**src/rtl/ref_block_reader_if.sv**
```systemverilog
// ============================================================================
// Module      : ref_block_reader_if
// Description : DRAM read channel and reference-block handshake bundle used by
//               ref_block_reader (master) and its DRAM/engine neighbours (slave).
// Revision    : 1.0 - initial release
// ============================================================================
`default_nettype none

interface ref_block_reader_if #(
  parameter int REF_LENGTH = 256,
  parameter int DRAM_WIDTH = 128
);
  logic                    dram_rd_req_out;
  logic [24:0]             dram_rd_addr_out;
  logic                    dram_rd_gnt_in;
  logic [DRAM_WIDTH-1:0]   dram_rd_data_in;
  logic                    dram_rd_data_valid_in;
  logic [2*REF_LENGTH-1:0] ref_seq_block_out;
  logic                    ref_seq_block_valid_out;
  logic                    ref_seq_block_rdy_in;

  modport master (
    output dram_rd_req_out, dram_rd_addr_out, ref_seq_block_out, ref_seq_block_valid_out,
    input  dram_rd_gnt_in, dram_rd_data_in, dram_rd_data_valid_in, ref_seq_block_rdy_in
  );

  modport slave (
    input  dram_rd_req_out, dram_rd_addr_out, ref_seq_block_out, ref_seq_block_valid_out,
    output dram_rd_gnt_in, dram_rd_data_in, dram_rd_data_valid_in, ref_seq_block_rdy_in
  );
endinterface

`default_nettype wire

```
**src/rtl/ref_block_reader.sv**
```systemverilog
// ============================================================================
// Module      : ref_block_reader
// Description : Fetches reference blocks from DRAM beat by beat, assembles them
//               into 2*REF_LENGTH-bit blocks and hands them to the engine.
//               Optional starvation counter: define REF_READER_STATS_EN.
// Revision    : 1.0 - initial release
// ============================================================================
`default_nettype none

module ref_block_reader #(
  parameter int REF_LENGTH = 256,
  parameter int DRAM_WIDTH = 128,
  parameter int FIFO_BEATS = 16
) (
  input  logic               clk,
  input  logic               rst,
  input  logic [24:0]        ref_addr_in,
  input  logic [24:0]        ref_length_in,
  input  logic               ref_info_valid_in,
  output logic               busy_out,
  output logic               done_out,
  output logic [31:0]        stat_starve_cycles_out,
  ref_block_reader_if.master bus
);

  localparam int BEATS    = 2 * REF_LENGTH / DRAM_WIDTH;
  localparam int PTR_W    = $clog2(FIFO_BEATS);
  localparam int CNT_W    = PTR_W + 1;
  localparam int ASM_W    = $clog2(BEATS + 1);
  localparam int BLOCK_W  = 2 * REF_LENGTH;

  typedef enum logic [1:0] {
    S_IDLE  = 2'd0,
    S_FETCH = 2'd1,
    S_DRAIN = 2'd2
  } state_t;

  state_t                r_state;
  logic [24:0]           r_req_addr;
  logic [29:0]           r_beats_left;
  logic [24:0]           r_blocks_left;
  logic                  r_busy;
  logic                  r_done;

  logic [CNT_W-1:0]      r_credit;
  logic [PTR_W-1:0]      r_wr_ptr;
  logic [PTR_W-1:0]      r_rd_ptr;
  logic [CNT_W-1:0]      r_fifo_cnt;
  logic [DRAM_WIDTH-1:0] r_fifo_mem [FIFO_BEATS];

  logic [ASM_W-1:0]      r_asm_cnt;
  logic [BLOCK_W-1:0]    r_block;
  logic                  r_valid;

  logic                  w_accept;
  logic                  w_req;
  logic                  w_grant;
  logic                  w_handshake;
  logic                  w_push;
  logic                  w_pop;
  logic [29:0]           w_length_beats;
  logic [ASM_W-1:0]      w_slot;
  logic [DRAM_WIDTH-1:0] w_fifo_head;
  logic [BLOCK_W-1:0]    w_block_next;

  // The done cycle itself blocks a new accept so a level-held valid yields pulses.
  assign w_accept       = (r_state == S_IDLE) && !r_done && ref_info_valid_in;
  assign w_req          = (r_state == S_FETCH) && (r_credit < CNT_W'(FIFO_BEATS));
  assign w_grant        = w_req && bus.dram_rd_gnt_in;
  assign w_handshake    = r_valid && bus.ref_seq_block_rdy_in;
  assign w_push         = bus.dram_rd_data_valid_in;
  assign w_pop          = (r_fifo_cnt != '0) && ((r_asm_cnt != ASM_W'(BEATS)) || w_handshake);
  assign w_length_beats = 30'(ref_length_in) * 30'(BEATS);
  assign w_slot         = w_handshake ? '0 : r_asm_cnt;
  assign w_fifo_head    = r_fifo_mem[r_rd_ptr];

  always_comb begin
    w_block_next = w_handshake ? '0 : r_block;
    if (w_pop) begin
      w_block_next[w_slot*DRAM_WIDTH +: DRAM_WIDTH] = w_fifo_head;
    end
  end

  // Control FSM
  always_ff @(posedge clk or negedge rst) begin
    if (!rst) begin
      r_state       <= S_IDLE;
      r_req_addr    <= '0;
      r_beats_left  <= '0;
      r_blocks_left <= '0;
      r_busy        <= 1'b0;
      r_done        <= 1'b0;
    end else begin
      r_done <= 1'b0;
      if (w_handshake) begin
        r_blocks_left <= r_blocks_left - 25'd1;
      end
      case (r_state)
        S_IDLE: begin
          if (w_accept) begin
            r_req_addr    <= ref_addr_in;
            r_beats_left  <= w_length_beats;
            r_blocks_left <= ref_length_in;
            if (ref_length_in == 25'd0) begin
              r_done <= 1'b1;
            end else begin
              r_busy  <= 1'b1;
              r_state <= S_FETCH;
            end
          end
        end
        S_FETCH: begin
          if (w_grant) begin
            r_req_addr   <= r_req_addr + 25'd1;
            r_beats_left <= r_beats_left - 30'd1;
            if (r_beats_left == 30'd1) begin
              r_state <= S_DRAIN;
            end
          end
        end
        S_DRAIN: begin
          if (w_handshake && (r_blocks_left == 25'd1)) begin
            r_busy  <= 1'b0;
            r_done  <= 1'b1;
            r_state <= S_IDLE;
          end
        end
        default: r_state <= S_IDLE;
      endcase
    end
  end

  // Beat storage is left unreset; the pointers define what is valid.
  always_ff @(posedge clk) begin
    if (w_push) begin
      r_fifo_mem[r_wr_ptr] <= bus.dram_rd_data_in;
    end
  end

  // Credit, FIFO bookkeeping and block assembler
  always_ff @(posedge clk or negedge rst) begin
    if (!rst) begin
      r_credit   <= '0;
      r_wr_ptr   <= '0;
      r_rd_ptr   <= '0;
      r_fifo_cnt <= '0;
      r_asm_cnt  <= '0;
      r_block    <= '0;
      r_valid    <= 1'b0;
    end else begin
      case ({w_grant, w_pop})
        2'b10:   r_credit <= r_credit + CNT_W'(1);
        2'b01:   r_credit <= r_credit - CNT_W'(1);
        default: r_credit <= r_credit;
      endcase

      case ({w_push, w_pop})
        2'b10:   r_fifo_cnt <= r_fifo_cnt + CNT_W'(1);
        2'b01:   r_fifo_cnt <= r_fifo_cnt - CNT_W'(1);
        default: r_fifo_cnt <= r_fifo_cnt;
      endcase

      if (w_push) begin
        r_wr_ptr <= r_wr_ptr + PTR_W'(1);
      end
      if (w_pop) begin
        r_rd_ptr <= r_rd_ptr + PTR_W'(1);
      end

      r_block <= w_block_next;
      if (w_pop) begin
        r_asm_cnt <= w_slot + ASM_W'(1);
        if (w_slot == ASM_W'(BEATS - 1)) begin
          r_valid <= 1'b1;
        end else if (w_handshake) begin
          r_valid <= 1'b0;
        end
      end else if (w_handshake) begin
        r_asm_cnt <= '0;
        r_valid   <= 1'b0;
      end
    end
  end

`ifdef REF_READER_STATS_EN
  logic [31:0] r_starve_cnt;

  always_ff @(posedge clk or negedge rst) begin
    if (!rst) begin
      r_starve_cnt <= '0;
    end else if (w_accept) begin
      r_starve_cnt <= '0;
    end else if (r_busy && !r_valid && (r_starve_cnt != 32'hFFFF_FFFF)) begin
      r_starve_cnt <= r_starve_cnt + 32'd1;
    end
  end

  assign stat_starve_cycles_out = r_starve_cnt;
`else
  assign stat_starve_cycles_out = 32'd0;
`endif

`ifndef SYNTHESIS
  // Every returning beat must correspond to a granted, not yet popped request.
  always @(posedge clk) begin
    if (rst && w_push) begin
      assert (r_credit != '0);
    end
  end
`endif

  assign busy_out                    = r_busy;
  assign done_out                    = r_done;
  assign bus.dram_rd_req_out         = w_req;
  assign bus.dram_rd_addr_out        = r_req_addr;
  assign bus.ref_seq_block_out       = r_block;
  assign bus.ref_seq_block_valid_out = r_valid;

endmodule

`default_nettype wire
```
**src/flat_wrapper.sv**
```systemverilog
// flat-port wrapper written by rule: the top's interface ports become plain ports
module ref_block_reader_flat 
#(
  parameter int REF_LENGTH = 256,
  parameter int DRAM_WIDTH = 128,
  parameter int FIFO_BEATS = 16
)
  (clk, rst, ref_addr_in, ref_length_in, ref_info_valid_in, busy_out, done_out, stat_starve_cycles_out, bus_dram_rd_req_out, bus_dram_rd_addr_out, bus_ref_seq_block_out, bus_ref_seq_block_valid_out, bus_dram_rd_gnt_in, bus_dram_rd_data_in, bus_dram_rd_data_valid_in, bus_ref_seq_block_rdy_in);
  ref_block_reader_if #(.REF_LENGTH(REF_LENGTH), .DRAM_WIDTH(DRAM_WIDTH)) bus_i ();
  input  logic clk;
  input  logic rst;
  input  logic [24:0] ref_addr_in;
  input  logic [24:0] ref_length_in;
  input  logic ref_info_valid_in;
  output logic busy_out;
  output logic done_out;
  output logic [31:0] stat_starve_cycles_out;
  output wire logic [$bits(bus_i.dram_rd_req_out)-1:0] bus_dram_rd_req_out;
  output wire logic [$bits(bus_i.dram_rd_addr_out)-1:0] bus_dram_rd_addr_out;
  output wire logic [$bits(bus_i.ref_seq_block_out)-1:0] bus_ref_seq_block_out;
  output wire logic [$bits(bus_i.ref_seq_block_valid_out)-1:0] bus_ref_seq_block_valid_out;
  input wire logic [$bits(bus_i.dram_rd_gnt_in)-1:0] bus_dram_rd_gnt_in;
  input wire logic [$bits(bus_i.dram_rd_data_in)-1:0] bus_dram_rd_data_in;
  input wire logic [$bits(bus_i.dram_rd_data_valid_in)-1:0] bus_dram_rd_data_valid_in;
  input wire logic [$bits(bus_i.ref_seq_block_rdy_in)-1:0] bus_ref_seq_block_rdy_in;
  assign bus_dram_rd_req_out = bus_i.dram_rd_req_out;
  assign bus_dram_rd_addr_out = bus_i.dram_rd_addr_out;
  assign bus_ref_seq_block_out = bus_i.ref_seq_block_out;
  assign bus_ref_seq_block_valid_out = bus_i.ref_seq_block_valid_out;
  assign bus_i.dram_rd_gnt_in = bus_dram_rd_gnt_in;
  assign bus_i.dram_rd_data_in = bus_dram_rd_data_in;
  assign bus_i.dram_rd_data_valid_in = bus_dram_rd_data_valid_in;
  assign bus_i.ref_seq_block_rdy_in = bus_ref_seq_block_rdy_in;
  ref_block_reader #(.REF_LENGTH(REF_LENGTH), .DRAM_WIDTH(DRAM_WIDTH), .FIFO_BEATS(FIFO_BEATS)) u_core (.clk(clk), .rst(rst), .ref_addr_in(ref_addr_in), .ref_length_in(ref_length_in), .ref_info_valid_in(ref_info_valid_in), .busy_out(busy_out), .done_out(done_out), .stat_starve_cycles_out(stat_starve_cycles_out), .bus(bus_i));
endmodule
```
**config.mk**
```make
export PLATFORM = sky130hd
export DESIGN_NAME = ref_block_reader_flat
export DESIGN_NICKNAME = d
export VERILOG_FILES = /design/src/rtl/ref_block_reader_if.sv /design/src/rtl/ref_block_reader.sv /design/src/flat_wrapper.sv
export SDC_FILE = /design/constraint.sdc
export NUM_CORES = 2
export LEC_CHECK = 0
export CAP_MARGIN = 20
export CORE_UTILIZATION = 50
export DETAILED_ROUTE_END_ITERATION = 16
export PLACE_DENSITY_LB_ADDON = 0.3
export SLEW_MARGIN = 25
export SYNTH_ARGS = -nofsm -noshare
export SYNTH_HDL_FRONTEND = slang
export SYNTH_SLANG_ARGS = --single-unit
export TNS_END_PERCENT = 10
```
**constraint.sdc**
```tcl
create_clock -name clk -period 26.4 [get_ports clk]
set_clock_uncertainty 0.05 [all_clocks]
set_input_delay 3.96 -clock clk [delete_from_list [all_inputs] [get_ports clk]]
set_output_delay 3.96 -clock clk [all_outputs]
set_load 0.005 [all_outputs]
```
==> results.toml <==
[run_status]
status = "finished, final reports clean"

[grt]
overflow = 0
grt_use_total = 0.2610
grt_max_degree = 115
antenna_found_initial = 56
grt_pass1_wl_um = 390800
grt_pass1_vias = 57290

[timing]
max_freq_mhz = 128.6
slew_violations = 0
grt_setup_unrepaired = "no"
setup_viol = 0
finalHoldViolCount = 0
slew_headroom = 0.2493
tightest_slew_ns = 1.126
fin_setup_tns_ns = 0
fin_crit_ns = 7.777
post-route-period-util = 0.2946

[finish]
syn_to_final_growth_pct = 19.09
postLayoutCellArea_um2 = 121200
multi_input_area_um2 = 23250
final_cell_mix = "2048 x edfxtp_1, 723 x clkdlybuf4s50_1, 614 x dfrtp_1"
drive_gt1_frac = 0.1791
final_net_count = 6589
fillers = 14620
regArea_um2 = 76980
post-route-util = 0.5993
layout_commonest_cell = "edfxtp_1"

[clocking]
clockBufferDepth = 4
tritoncts = "done"
clk_latency_ns = 0.93
cts_hold_buf = 0
numCtsBuffers = 289
cts_setup_buffers = 0
cts_resized = 0
h-tree-depth = 5
clock_sinks = 2666
root_buffer = "clkbuf_16"
clk_pin_slew_worst_paths_ns = 0.07

[synth]
yosysTopAreaCellShare = 0.6041
synth-simple-area-share = 0.04188
synth_area_um2 = 101800
synth_top_family_by_area = "multiplexers"
ys_seq_area_frac = 0.7560
yosys.area_share.xor_xnor = 0.003441
synthMuxAreaShare = 0.1192
ys.flop_type = "edfxtp_1"
synth_top_area_cell = "edfxtp_1"
yosys_warnings = 0
synth_compound_area_frac = 0.05777
synthAdderAreaFrac = 0.003097
avgSynthCellArea_um2 = 18.15
syn_inst = 5610
async_flop_share = 0.2318
synthTopCellsByArea = "edfxtp_1 60%, dfrtp_1 15%, mux4_2 10%, o21ai_0 2.8%, nand3_1 2.6%"
ys_seq_elements = 2666
synth-edff-count = 2048
ys_types = 66

[route]
ant_nets = 0
wirelength_um = 270000
drc = 0
drtPass1Iterations = 6
drtIter0Drc = 6477
vias = 56700
vias_per_cell = 6.101
wl_per_cell_um = 29.05

[die]
start_util = 0.5032
rows = 165
die_w_um = 453.2
pin_count = 757
die_y_um = 453.2
core_area_um2 = 202300
die-area_um2 = 205400

[power]
ir_drop_v = 0.00009376
p_per_area_nw_per_um2 = 114.9
cellLeakagePower_uw = 0.04165

[setup_path]
end_kind = "register"
reg2reg_slack_ns = 20.64
crit_arrival_ns = 8.55
worstSetupPathType = "primary input to register"
cp.required_ns = 27.17
cp-start-kind = "primary input"
path_max_fanout = 85

[place]
port_buffers = 724
routabilityCongestion = 0.8678
hpwl_um = 154600
postPlaceCellArea_um2 = 112100

[run]
cap_violations = 0

[hold_path]
min_path_type = "register to register"
-- sequential cells by signal, summed over array words and instances (netlist names), 2 cells and up --
name / count
u_core.r_state: 2
u_core.r_wr_ptr: 4
u_core.r_fifo_cnt: 5
u_core.r_credit: 5
u_core.r_beats_left: 30
u_core.r_rd_ptr: 4
u_core.bus.ref_seq_block_out: 512
u_core.r_asm_cnt: 3
u_core.r_fifo_mem: 2048
u_core.bus.dram_rd_addr_out: 25
u_core.r_blocks_left: 25
-- power breakdown --
group,internal (uW),switching [uW]
registers,5210,358
logic,1910,2570
clock network,2300,1590
total,9410,4520
-- synthesized netlist by cell type, types with 7 or more instances --
master / n
a22o_1: 77
edfxtp_1: 2048
or3_1: 15
nand4_1: 23
buf_4: 37
nor2_1: 58
or4_1: 7
mux4_2: 465
a311oi_1: 7
nand3_1: 537
xor2_1: 16
xnor2_1: 24
mux2i_1: 54
and2_1: 20
buf_2: 68
ha_1: 22
nor2b_1: 7
o21ai_0: 562
mux2_2: 100
nor4_1: 16
dfrtp_1: 618
nand2_1: 83
a21oi_1: 88
o22ai_1: 58
and3_1: 16
nor3_1: 28
a211oi_1: 48
buf_1: 32
inv_1: 21
a221oi_1: 76
and4_1: 7
clkbuf_1: 286
-- stage by stage --
step / hold WS, ns / total power, uW / setup WS, ns / instances
after floorplan: 0.3866 / 8038 / 11.86 / 5641
after global placement: 0.4113 / 10040 / 17.86 / 8752
after detailed placement: 0.4252 / 10150 / 17.76 / 8761
after CTS: 0.4331 / 14040 / 18.70 / 9260
after global routing: 0.4439 / 14500 / 18.35 / 9289
final: 0.4244 / 13940 / 18.62 / 9293
-- metal layers --
| metal | vias to the layer above | part of all wire | GRT usage | routed length, um |
|---|---|---|---|---|
| met5 | - | 0.00047 | 0 | 126 |
| met4 | 20 | 0.041 | 0.1145 | 11000 |
| met3 | 492 | 0.065 | 0.04628 | 17640 |
| met2 | 2375 | 0.51 | 0.4376 | 137800 |
| met1 | 29710 | 0.38 | 0.3348 | 103400 |
| li1 | 24100 | - | - | - |
-- critical path: stages --
cell and delay (ns):
clkdlybuf4s50_1 0.58, nand2_4 0.61, nand2_1 0.23, ha_1 0.26
ha_1 0.33, nor3b_1 0.07, o211ai_1 0.17, buf_4 0.36
buf_4 0.62, buf_4 0.79, nand3_1 0.17, o21ai_0 0.16
-- final cells by class --
cell class | instances | share of cell area
Antenna cell | 32 | 0.0006605
Sequential cell | 2666 | 0.6349
Tap cell | 2672 | 0.02758
Multi-Input combinational cell | 2531 | 0.1918
Inverter | 21 | 0.0006502
Timing Repair Buffer | 872 | 0.06964
Clock inverter | 116 | 0.009092
Clock buffer | 383 | 0.06567
-- path summary, 6_finish.rpt --
path | startpoint | endpoint | depth (start not counted)
max | bus_ref_seq_block_rdy_in | u_core.bus.ref_seq_block_out[27] | 12
max in group asynchronous | rst | u_core.bus.ref_seq_block_out[164] | 3
min reg2reg | u_core.r_fifo_cnt[4] | u_core.r_fifo_cnt[4] | 1
max reg2reg | u_core.r_rd_ptr[1] | u_core.bus.ref_seq_block_out[38] | 8
min | u_core.r_fifo_cnt[4] | u_core.r_fifo_cnt[4] | 1
min in group asynchronous | rst | u_core.r_blocks_left[11] | 1
-- logic make-up (layout without fill, tap and decap cells) --
kind of cell	count (synthesis)	count (layout)
and+or+nand+nor	840	840
other	1	64
adders and majority gates	24	24
AOI/OAI and AO/OA	976	976
buffers and inverters	444	1392
xor gates and xnor gates	40	40
muxes	619	619
DFF	2666	2666
Power figures use the tool's default switching activity.
